--- src/rtl/error_accumulator_pkg.sv ---
// Shared widths, derived datapath sizes and FSM state type for the SSE accumulator.
package err_pkg;
  localparam int unsigned DW    = 20;
  localparam int unsigned FRAC  = 10;
  localparam int unsigned ACC_W = 40;
  localparam int unsigned N     = 150;
  localparam int unsigned CNT_W = 8;
  // residual width and width of the squared residual after the FRAC shift
  localparam int unsigned RW    = DW + 2;
  localparam int unsigned QW    = 2 * RW - FRAC;

  typedef enum logic [1:0] {IDLE, RUN, DRAIN, DONE} state_t;
endpackage

--- src/rtl/error_accumulator_if.sv ---
// Control, sample and result signals between the loader/coefficient side and the accumulator.
interface error_accumulator_if #(
  parameter int unsigned DW    = err_pkg::DW,
  parameter int unsigned ACC_W = err_pkg::ACC_W,
  parameter int unsigned CNT_W = err_pkg::CNT_W
);
  logic                    start;
  logic                    en;
  logic signed [DW-1:0]    x;
  logic signed [DW-1:0]    y;
  logic signed [DW-1:0]    B0;
  logic signed [DW-1:0]    B1;
  logic        [ACC_W-1:0] err;
  logic        [CNT_W-1:0] count;
  logic                    busy;
  logic                    done;
  logic                    sat;

  modport master (output start, en, x, y, B0, B1,
                  input  err, count, busy, done, sat);
  modport slave  (input  start, en, x, y, B0, B1,
                  output err, count, busy, done, sat);
endinterface

--- src/rtl/error_accumulator_residual_sq_pipe.sv ---
// Input capture plus S1-S3: prediction, residual and truncated square, one sample per cycle.
module residual_sq_pipe
  import err_pkg::*;
(
  input  logic                 clk,
  input  logic                 rst,
  input  logic                 flush,
  input  logic                 in_valid,
  input  logic signed [DW-1:0] x,
  input  logic signed [DW-1:0] y,
  input  logic signed [DW-1:0] b0,
  input  logic signed [DW-1:0] b1,
  output logic                 out_valid,
  output logic        [QW-1:0] q
);
  logic                   v0_q, v1_q, v2_q, v3_q;
  logic signed [DW-1:0]   x0_q, y0_q, y1_q;
  logic signed [DW:0]     pred1_q, pred1_d;
  logic signed [RW-1:0]   r2_q, r2_d;
  logic        [QW-1:0]   q3_q, q3_d;
  logic signed [2*DW-1:0] p;
  logic signed [2*RW-1:0] sq;

  always_comb begin
    p       = b1 * x0_q;
    // the shifted product is deliberately wrapped to DW+1 bits before the add
    pred1_d = $signed({b0[DW-1], b0}) + (DW+1)'(p >>> FRAC);
    r2_d    = $signed({{2{y1_q[DW-1]}}, y1_q}) - $signed({pred1_q[DW], pred1_q});
    sq      = r2_q * r2_q;
    q3_d    = QW'($unsigned(sq) >> FRAC);
  end

  always_ff @(posedge clk) begin
    if (rst || flush) begin
      v0_q <= 1'b0;
      v1_q <= 1'b0;
      v2_q <= 1'b0;
      v3_q <= 1'b0;
    end else begin
      v0_q <= in_valid;
      v1_q <= v0_q;
      v2_q <= v1_q;
      v3_q <= v2_q;
    end
  end

  always_ff @(posedge clk) begin
    x0_q    <= x;
    y0_q    <= y;
    y1_q    <= y0_q;
    pred1_q <= pred1_d;
    r2_q    <= r2_d;
    q3_q    <= q3_d;
  end

  assign out_valid = v3_q;
  assign q         = q3_q;
endmodule

--- src/rtl/error_accumulator.sv ---
// Run control, sample counter, coefficient latches and saturating SSE accumulator.
module error_accumulator #(
  parameter int unsigned N     = err_pkg::N,
  parameter int unsigned CNT_W = err_pkg::CNT_W,
  parameter int unsigned ACC_W = err_pkg::ACC_W
) (
  input  logic               clk,
  input  logic               rst,
  error_accumulator_if.slave bus
);
  import err_pkg::*;

  localparam int unsigned SW = ((ACC_W > QW) ? ACC_W : QW) + 1;
  localparam logic [SW-1:0] ERR_MAX = {{(SW-ACC_W){1'b0}}, {ACC_W{1'b1}}};

  state_t                state_q, state_d;
  logic [CNT_W-1:0]      count_q, count_d;
  logic [CNT_W-1:0]      ret_q, ret_d;
  logic [ACC_W-1:0]      err_q, err_d;
  logic                  sat_q, sat_d;
  logic signed [DW-1:0]  b0_q, b1_q;
  logic                  accept;
  logic                  pv;
  logic [QW-1:0]         pq;
  logic [SW-1:0]         sum;

  residual_sq_pipe u_pipe (
    .clk       (clk),
    .rst       (rst),
    .flush     (bus.start),
    .in_valid  (accept),
    .x         (bus.x),
    .y         (bus.y),
    .b0        (b0_q),
    .b1        (b1_q),
    .out_valid (pv),
    .q         (pq)
  );

  always_comb begin
    accept  = (state_q == RUN) && bus.en && !bus.start && (count_q < CNT_W'(N));
    sum     = SW'(err_q) + SW'(pq);
    state_d = state_q;
    count_d = count_q;
    ret_d   = ret_q;
    err_d   = err_q;
    sat_d   = sat_q;
    if (bus.start) begin
      state_d = RUN;
      count_d = '0;
      ret_d   = '0;
      err_d   = '0;
      sat_d   = 1'b0;
    end else begin
      if (accept) begin
        count_d = count_q + CNT_W'(1);
        if (count_q == CNT_W'(N - 1)) state_d = DRAIN;
      end
      // retired samples are counted so DRAIN knows when the last one has landed
      if (pv) begin
        ret_d = ret_q + CNT_W'(1);
        if (sum > ERR_MAX) begin
          err_d = '1;
          sat_d = 1'b1;
        end else begin
          err_d = ACC_W'(sum);
        end
        if (state_q == DRAIN && ret_q == CNT_W'(N - 1)) state_d = DONE;
      end
    end
  end

  always_ff @(posedge clk) begin
    if (rst) begin
      state_q <= IDLE;
      count_q <= '0;
      ret_q   <= '0;
      err_q   <= '0;
      sat_q   <= 1'b0;
      b0_q    <= '0;
      b1_q    <= '0;
    end else begin
      state_q <= state_d;
      count_q <= count_d;
      ret_q   <= ret_d;
      err_q   <= err_d;
      sat_q   <= sat_d;
      if (bus.start) begin
        b0_q <= bus.B0;
        b1_q <= bus.B1;
      end
    end
  end

  assign bus.err   = err_q;
  assign bus.count = count_q;
  assign bus.busy  = (state_q == RUN) || (state_q == DRAIN);
  assign bus.done  = (state_q == DONE);
  assign bus.sat   = sat_q;
endmodule
--- src/flat_wrapper.sv ---
// flat-port wrapper written by rule: the top's interface ports become plain ports
module error_accumulator_flat import err_pkg::*;
#(
  parameter int unsigned N     = err_pkg::N,
  parameter int unsigned CNT_W = err_pkg::CNT_W,
  parameter int unsigned ACC_W = err_pkg::ACC_W
)
  (clk, rst, bus_start, bus_en, bus_x, bus_y, bus_B0, bus_B1, bus_err, bus_count, bus_busy, bus_done, bus_sat);
  error_accumulator_if #(.ACC_W(ACC_W), .CNT_W(CNT_W)) bus_i ();
  input  logic clk;
  input  logic rst;
  input wire logic [$bits(bus_i.start)-1:0] bus_start;
  input wire logic [$bits(bus_i.en)-1:0] bus_en;
  input wire logic [$bits(bus_i.x)-1:0] bus_x;
  input wire logic [$bits(bus_i.y)-1:0] bus_y;
  input wire logic [$bits(bus_i.B0)-1:0] bus_B0;
  input wire logic [$bits(bus_i.B1)-1:0] bus_B1;
  output wire logic [$bits(bus_i.err)-1:0] bus_err;
  output wire logic [$bits(bus_i.count)-1:0] bus_count;
  output wire logic [$bits(bus_i.busy)-1:0] bus_busy;
  output wire logic [$bits(bus_i.done)-1:0] bus_done;
  output wire logic [$bits(bus_i.sat)-1:0] bus_sat;
  assign bus_i.start = bus_start;
  assign bus_i.en = bus_en;
  assign bus_i.x = bus_x;
  assign bus_i.y = bus_y;
  assign bus_i.B0 = bus_B0;
  assign bus_i.B1 = bus_B1;
  assign bus_err = bus_i.err;
  assign bus_count = bus_i.count;
  assign bus_busy = bus_i.busy;
  assign bus_done = bus_i.done;
  assign bus_sat = bus_i.sat;
  error_accumulator #(.N(N), .CNT_W(CNT_W), .ACC_W(ACC_W)) u_core (.clk(clk), .rst(rst), .bus(bus_i));
endmodule
--- config.mk ---
export PLATFORM = sky130hd
export DESIGN_NAME = error_accumulator_flat
export DESIGN_NICKNAME = d
export VERILOG_FILES = /design/src/rtl/error_accumulator_pkg.sv /design/src/rtl/error_accumulator_if.sv /design/src/rtl/error_accumulator_residual_sq_pipe.sv /design/src/rtl/error_accumulator.sv /design/src/flat_wrapper.sv
export SDC_FILE = /design/constraint.sdc
export NUM_CORES = 2
export LEC_CHECK = 0
export ABC_AREA = 1
export BUFFER_PORTS_ARGS = -buffer_cell sky130_fd_sc_hd__buf_2
export CORE_UTILIZATION = 62
export CTS_BUF_LIST = sky130_fd_sc_hd__clkbuf_2
export DETAILED_ROUTE_END_ITERATION = 12
export PLACE_DENSITY = 0.81
export SYNTH_ARGS = -nofsm -noshare
export SYNTH_HDL_FRONTEND = slang
export SYNTH_SLANG_ARGS = --single-unit
--- constraint.sdc ---
create_clock -name clk -period 8.74 [get_ports clk]
set_input_delay 2.185 -clock clk [delete_from_list [all_inputs] [get_ports clk]]
set_output_delay 2.185 -clock clk [all_outputs]
set_load 0.01 [all_outputs]
**Yosys cells after proc, flatten, opt, wreduce, memory -nomap -nowiden**

Cells that the tools add are included.

- Register bits after elaboration: 240
- Input port bits: 84
- Output and inout bits: 51
- Logic and storage cells: 47

- Add/subtract/negate cells: 5
- $mul: 2
- Magnitude comparators: 2
- Equal/unequal tests: 5
- Muxes and demuxes: 6
- Reductions and logical operators: 9

Operators with widths:

| kind | count |
|---|---|
| 22-bit by 22-bit multiplier with 44-bit output | 1 |
| 40-bit by 34-bit adder with 41-bit output | 1 |
| 41-bit by 40-bit > comparator with 1-bit output, second input constant | 1 |
| 40-bit 2-to-1 mux | 1 |
| 20-bit by 20-bit multiplier with 31-bit output | 1 |
| 20-bit by 21-bit subtractor with 22-bit output | 1 |
| 20-bit by 21-bit adder with 21-bit output | 1 |
| 8-bit by 1-bit adder with 8-bit output, second input constant | 2 |
| 8-bit == test, second input constant | 2 |
| 8-bit < comparator, second input constant | 1 |
| 2-bit 2-to-1 mux | 4 |
| 2-bit == test, second input constant | 2 |
| 1-bit logical AND | 4 |
| 2-bit by 1-bit == test with 1-bit output, second input constant | 1 |
| 1-bit logical OR | 2 |
| 2-bit AND reduction | 1 |
| 2-bit OR reduction | 1 |
| 1-bit zero test | 1 |
| 1-bit 2-to-1 mux | 1 |

**Logic depth before layout (Yosys ltp)**

- Depth after elaboration: 8
- Gate-level depth with buffers: 41
- Depth with buffers taken out: 39

**Modules after synthesis**

Synthesis repeated with hierarchy kept, for this count alone.

- Cells, all modules: 5,225
- Area, all modules: 41,163.2 um^2

Modules (own cells, without submodules):

| module | times used | cells an instance | area each (um^2) | sequential area each (um^2) |
|---|---|---|---|---|
| residual_sq_pipe | 1 | 4,168 | 34,458.0 | 2,822.7 |
| error_accumulator | 1 | 1,057 | 6,705.2 | 1,981.9 |

**Least setup slack after synthesis**

OpenSTA, ideal clock, no wires.

- Path kind: register to register
- From: register u_core.b1_q[12]
- To: register u_core.u_pipe.pred1_q[20]
- Library setup time: 0.109 ns
- Data arrival time: 7.036 ns
- Data required time: 8.631 ns
- Path slack: 1.595 ns
- Cell stages (with the launch flop): 34
- Path buffers: 2
- Clock period less this slack: 7.145 ns
- Cell sequence: dfxtp_1 clkbuf_1 buf_1 nand2_1 fa_1 fa_1 fa_1 inv_1 fa_1 fa_1 fa_1 inv_1 fa_1 inv_1 ha_1 nand2_1 nor4_1 nand3_1 nand3_1 nand3_1 nand2_1 xor2_1 inv_1 ha_1 a21oi_1 o21ai_0 nor2_1 nand2_1 nor2_1 nand3_1 nand3_1 nand3_1 nand2_1 inv_1

- Cells in the longest elaborated chain, start to end: 2

RTL lines:

| element | line | source |
|---|---|---|
| start, declared | error_accumulator.sv:21 | `logic signed [DW-1:0] b0_q, b1_q;` |
| start signal, assigned | error_accumulator.sv:90 | `b1_q <= bus.B1;` |
| 20-bit by 20-bit multiplier with 31-bit output | error_accumulator_residual_sq_pipe.sv:25 | `p = b1 * x0_q;` |
| 20-bit by 21-bit adder with 21-bit output | error_accumulator_residual_sq_pipe.sv:27 | `pred1_d = $signed({b0[DW-1], b0}) + (DW+1)'(p >>> FRAC);` |
| net u_core.u_pipe.pred1_d[20] | error_accumulator_residual_sq_pipe.sv:18 | `logic signed [DW:0] pred1_q, pred1_d;` |
| end signal, assigned | error_accumulator_residual_sq_pipe.sv:51 | `pred1_q <= pred1_d;` |
| end, declared | error_accumulator_residual_sq_pipe.sv:18 |  |

The timed path passes the listed nets, and every way through them passes these cells.
A chain may end at the register's enable or synchronous reset.

**Worst setup path after layout**

- From: register u_core.u_pipe.x0_q[4]
- To: register u_core.u_pipe.pred1_q[20]

- Cells in the longest elaborated chain, start to end: 2

RTL lines:

| element | line | source |
|---|---|---|
| start, declared | error_accumulator_residual_sq_pipe.sv:17 | `logic signed [DW-1:0] x0_q, y0_q, y1_q;` |
| start signal, assigned | error_accumulator_residual_sq_pipe.sv:48 | `x0_q <= x;` |
| 20-bit by 20-bit multiplier with 31-bit output | error_accumulator_residual_sq_pipe.sv:25 |  |
| 20-bit by 21-bit adder with 21-bit output | error_accumulator_residual_sq_pipe.sv:27 |  |
| net u_core.u_pipe.pred1_d[20] | error_accumulator_residual_sq_pipe.sv:18 |  |

The timed path passes the listed nets, and every way through them passes these cells.

==> run_results.csv <==
group,metric,value,unit
synthesis,synth_xor_area_frac,0.0303,
clock_network,clock_path_buffers,3,
setup_path,setup.worst_path.class,"flip-flop to flip-flop",
worst_hold_path,hold_class,"flip-flop to flip-flop",
synthesis,async_reset_ff_frac,0,
sta,rsz0062_at_grt,"false",
floorplan,io_pins,135,
floorplan,dieArea,66700,µm²
grt,grt_max_degree,53,
drt,viasPerCell,5.32,
sta,slew_headroom,0.334,
sta,tightest_slew,997,ps
setup_path,slowest_stage,"dfxtp_1",
setup_path,worstPathRequired,9610,ps
synthesis,yosys-top-cells-area,"fa_1 39%, inv_1 13%, dfxtp_1 12%",
synthesis,ys_top_cells_by_count,"1418 x inv_1, 1122 x nand2_1, 785 x fa_1",
clock_network,clk_latency,1090,ps
synthesis,yosys_most_used_dff,"dfxtp_1",
cells_and_area,syn2layout_area_growth,5.70,%
synthesis,seq_area_frac_synth,0.118,
drt,drt_iter0_markers,2408,
synthesis,synth_compound_area_frac,0.0645,
drt,drc,0,
sta,fmax,120,MHz
drt,num_vias,32700,
clock_network,cts_buffers,67,
drt,routed_wl,104000,µm
setup_path,worst_setup_path_end_kind,"flip-flop",
grt,grt_pass1_wl,172000,µm
setup_path,crit_fanout,12,
grt,grt_pass1_vias,34400,
setup_path,critical-path-max-stage-delay,700,ps
synthesis,syn_area_per_cell,7.94,µm²
grt,track_usage,0.327,
place,portBuffers,134,
flow_run,cap_violations,0,
place,hpwl,87900,µm
floorplan,initial_core_util,0.629,
synthesis,ys_ff_latch,240,
grt,antenna_found_initial,2,
synthesis,synth_mux_area_frac,0,
setup_path,reg2reg_to,"u_core.u_pipe.pred1_q[20]$_DFF_P_",
place,gp_congestion,0.993,
clock_network,hold_buffers,0,
sta,final-max-slew-violation-count,0,
clock_network,cts_num_sinks,240,
clock_network,cts_root_buf,"clkbuf_2",
synthesis,synth_top_family_by_area,"adder cells",
synthesis,yosys.area.top_type,"fa_1",
clock_network,cts_tree,"done",
worst_hold_path,min_to,"u_core.u_pipe.y1_q[6]$_DFF_P_",
sta,final.setup.tns,0,ps
sta,finClkSkew,153,ps
worst_hold_path,min-delay-start,"u_core.u_pipe.y0_q[6]$_DFF_P_",
sta,hold_viol_final,0,
sta,post-route-period-util,0.953,
synthesis,yosys.cell_count.top_type,"inv_1",
synthesis,synth_edf_count,0,
floorplan,chipWidth,258,µm
clock_network,clk_pin_slew,110,ps
synthesis,yosysWarnings,0,
worst_hold_path,min_delay_path_depth,0,
synthesis,synthCells,5124,
setup_path,r2r_cells,31,
synthesis,yosys.area_share.simple,0.158,
setup_path,r2r_start,"u_core.u_pipe.x0_q[4]$_DFF_P_",
outcome,status,"finished, final reports clean",
synthesis,ys_types,49,
clock_network,htreeDepth,3,
grt,grt_overflow,0,
cells_and_area,layout.nets,6431,
setup_path,r2r_slack,410,ps
drt,ant_nets,0,
synthesis,yosys.area.top_type_share,0.386,
drt,routedWlPerCell,17.0,µm
setup_path,startpoint_type,"flip-flop",
synthesis,mappedNetlistArea,40700,µm²
cells_and_area,drive_above_1_share,0.0658,
floorplan,coreArea,64700,µm²
synthesis,synthAdderAreaFrac,0.484,
synthesis,synth_nets,6312,
floorplan,chipHeight,258,µm
drt,drtPass1Iterations,6,
sta,layout_min_cycle_time,8330,ps
setup_path,crit_arrival,9200,ps
floorplan,row_count,93,
sta,setup_viol,0,
[cell type report]
cell class,count,area [µm²]
Multi-Input combinational cell,3313,30000
Fill cell,5398,21700
Inverter,1424,5350
Sequential cell,240,4810
Timing Repair Buffer,197,1160
Tap cell,855,1070
Clock buffer,87,435
Clock inverter,30,213
Antenna cell,3,7.51
[flip-flops by register name, summed over array words and instances, names as in the netlist, 2 cells and up]
name and count:
u_core.bus.err 40, u_core.u_pipe.q 34, u_core.u_pipe.r2_q 22, u_core.u_pipe.pred1_q 21
u_core.b0_q 20, u_core.b1_q 20, u_core.u_pipe.x0_q 20, u_core.u_pipe.y0_q 20
u_core.u_pipe.y1_q 20, u_core.bus.count 8, u_core.ret_q 8, u_core.state_q 2
[metrics by stage]
step / worst slack [ps] / instances / instance area [µm²] / utilization / hold WS (ps)
final: 411 / 6149 / 43000 / 0.665 / 270
after global routing: 53.7 / 6149 / 43000 / 0.665 / 255
after CTS: 146 / 6146 / 43000 / 0.665 / 270
after detailed placement: 313 / 6029 / 42400 / 0.655 / 312
after global placement: 362 / 6029 / 42400 / 0.655 / 311
after floorplan: 1590 / 5124 / 40700 / - / 310
[logic make-up (layout without fill, tap and decap cells)]
kind of cell / after synthesis / after routing
xor gates and xnor gates: 141 / 141
buffers and inverters: 1571 / 1738
AOI/OAI and AO/OA: 475 / 475
and+or+nand+nor: 1593 / 1593
adders and majority gates: 1104 / 1104
other: 0 / 3
DFF: 240 / 240
[worst max-delay path: cells and delay by family, from the launching register on]
kind            cells  cell delay, ps
compound gates      1             410
xor+xnor            1             190
simple gates       12            1810
fa+ha+maj           9            4340
buf+inv             8             710
flops               1             700
[metal layers]
layer  routed length, µm  track usage  part of all wire  vias up
li1                    -            -                 -    15300
met1               41100        0.419              0.39    15900
met2               51600        0.560              0.49     1249
met3                7700       0.0507             0.074      264
met4                3930        0.126             0.038        0
met5                   0            0                 0        -
[cells in the final DEF, fill, tap and decap left out, types with 8 or more instances in the layout]
master and instances:
o21ai_0 133, a21oi_2 8, nand3_1 114, dfxtp_1 235
clkbuf_2 87, nand4_1 22, ha_1 319, nor3_1 37
inv_2 8, o21bai_1 11, inv_1 1418, a21oi_1 241
buf_4 62, a21o_1 23, or2_2 15, xnor2_1 53
nor2_1 240, buf_2 134, clkinv_1 16, xor2_1 88
fa_1 785, nand2_1 1122, a31oi_1 18, nor4_1 16
[worst max path at each step]
stage                                  startpoint                                 to  slack, ps  depth (start not counted)
floorplan            u_core.b1_q[12]$_SDFFE_PP0P_  u_core.u_pipe.pred1_q[20]$_DFF_P_       1590                         33
global placement    u_core.u_pipe.x0_q[5]$_DFF_P_  u_core.u_pipe.pred1_q[20]$_DFF_P_        360                         32
detailed placement  u_core.u_pipe.x0_q[5]$_DFF_P_  u_core.u_pipe.pred1_q[20]$_DFF_P_        310                         32
CTS                 u_core.u_pipe.x0_q[5]$_DFF_P_  u_core.u_pipe.pred1_q[20]$_DFF_P_        150                         32
global route        u_core.u_pipe.x0_q[4]$_DFF_P_  u_core.u_pipe.pred1_q[20]$_DFF_P_         50                         31
finish              u_core.u_pipe.x0_q[4]$_DFF_P_  u_core.u_pipe.pred1_q[20]$_DFF_P_        410                         31
[what timing repair did]
| item | in CTS | in global routing |
|---|---|---|
| setup buffers | 0 | 0 |
| resized for setup | 0 | 6 |
| setup endpoints to repair | 0 | 1 |
Power is left out: the tool's default activity adds up to more than one toggle a clock period on the data nets, which glitch-free logic cannot reach.
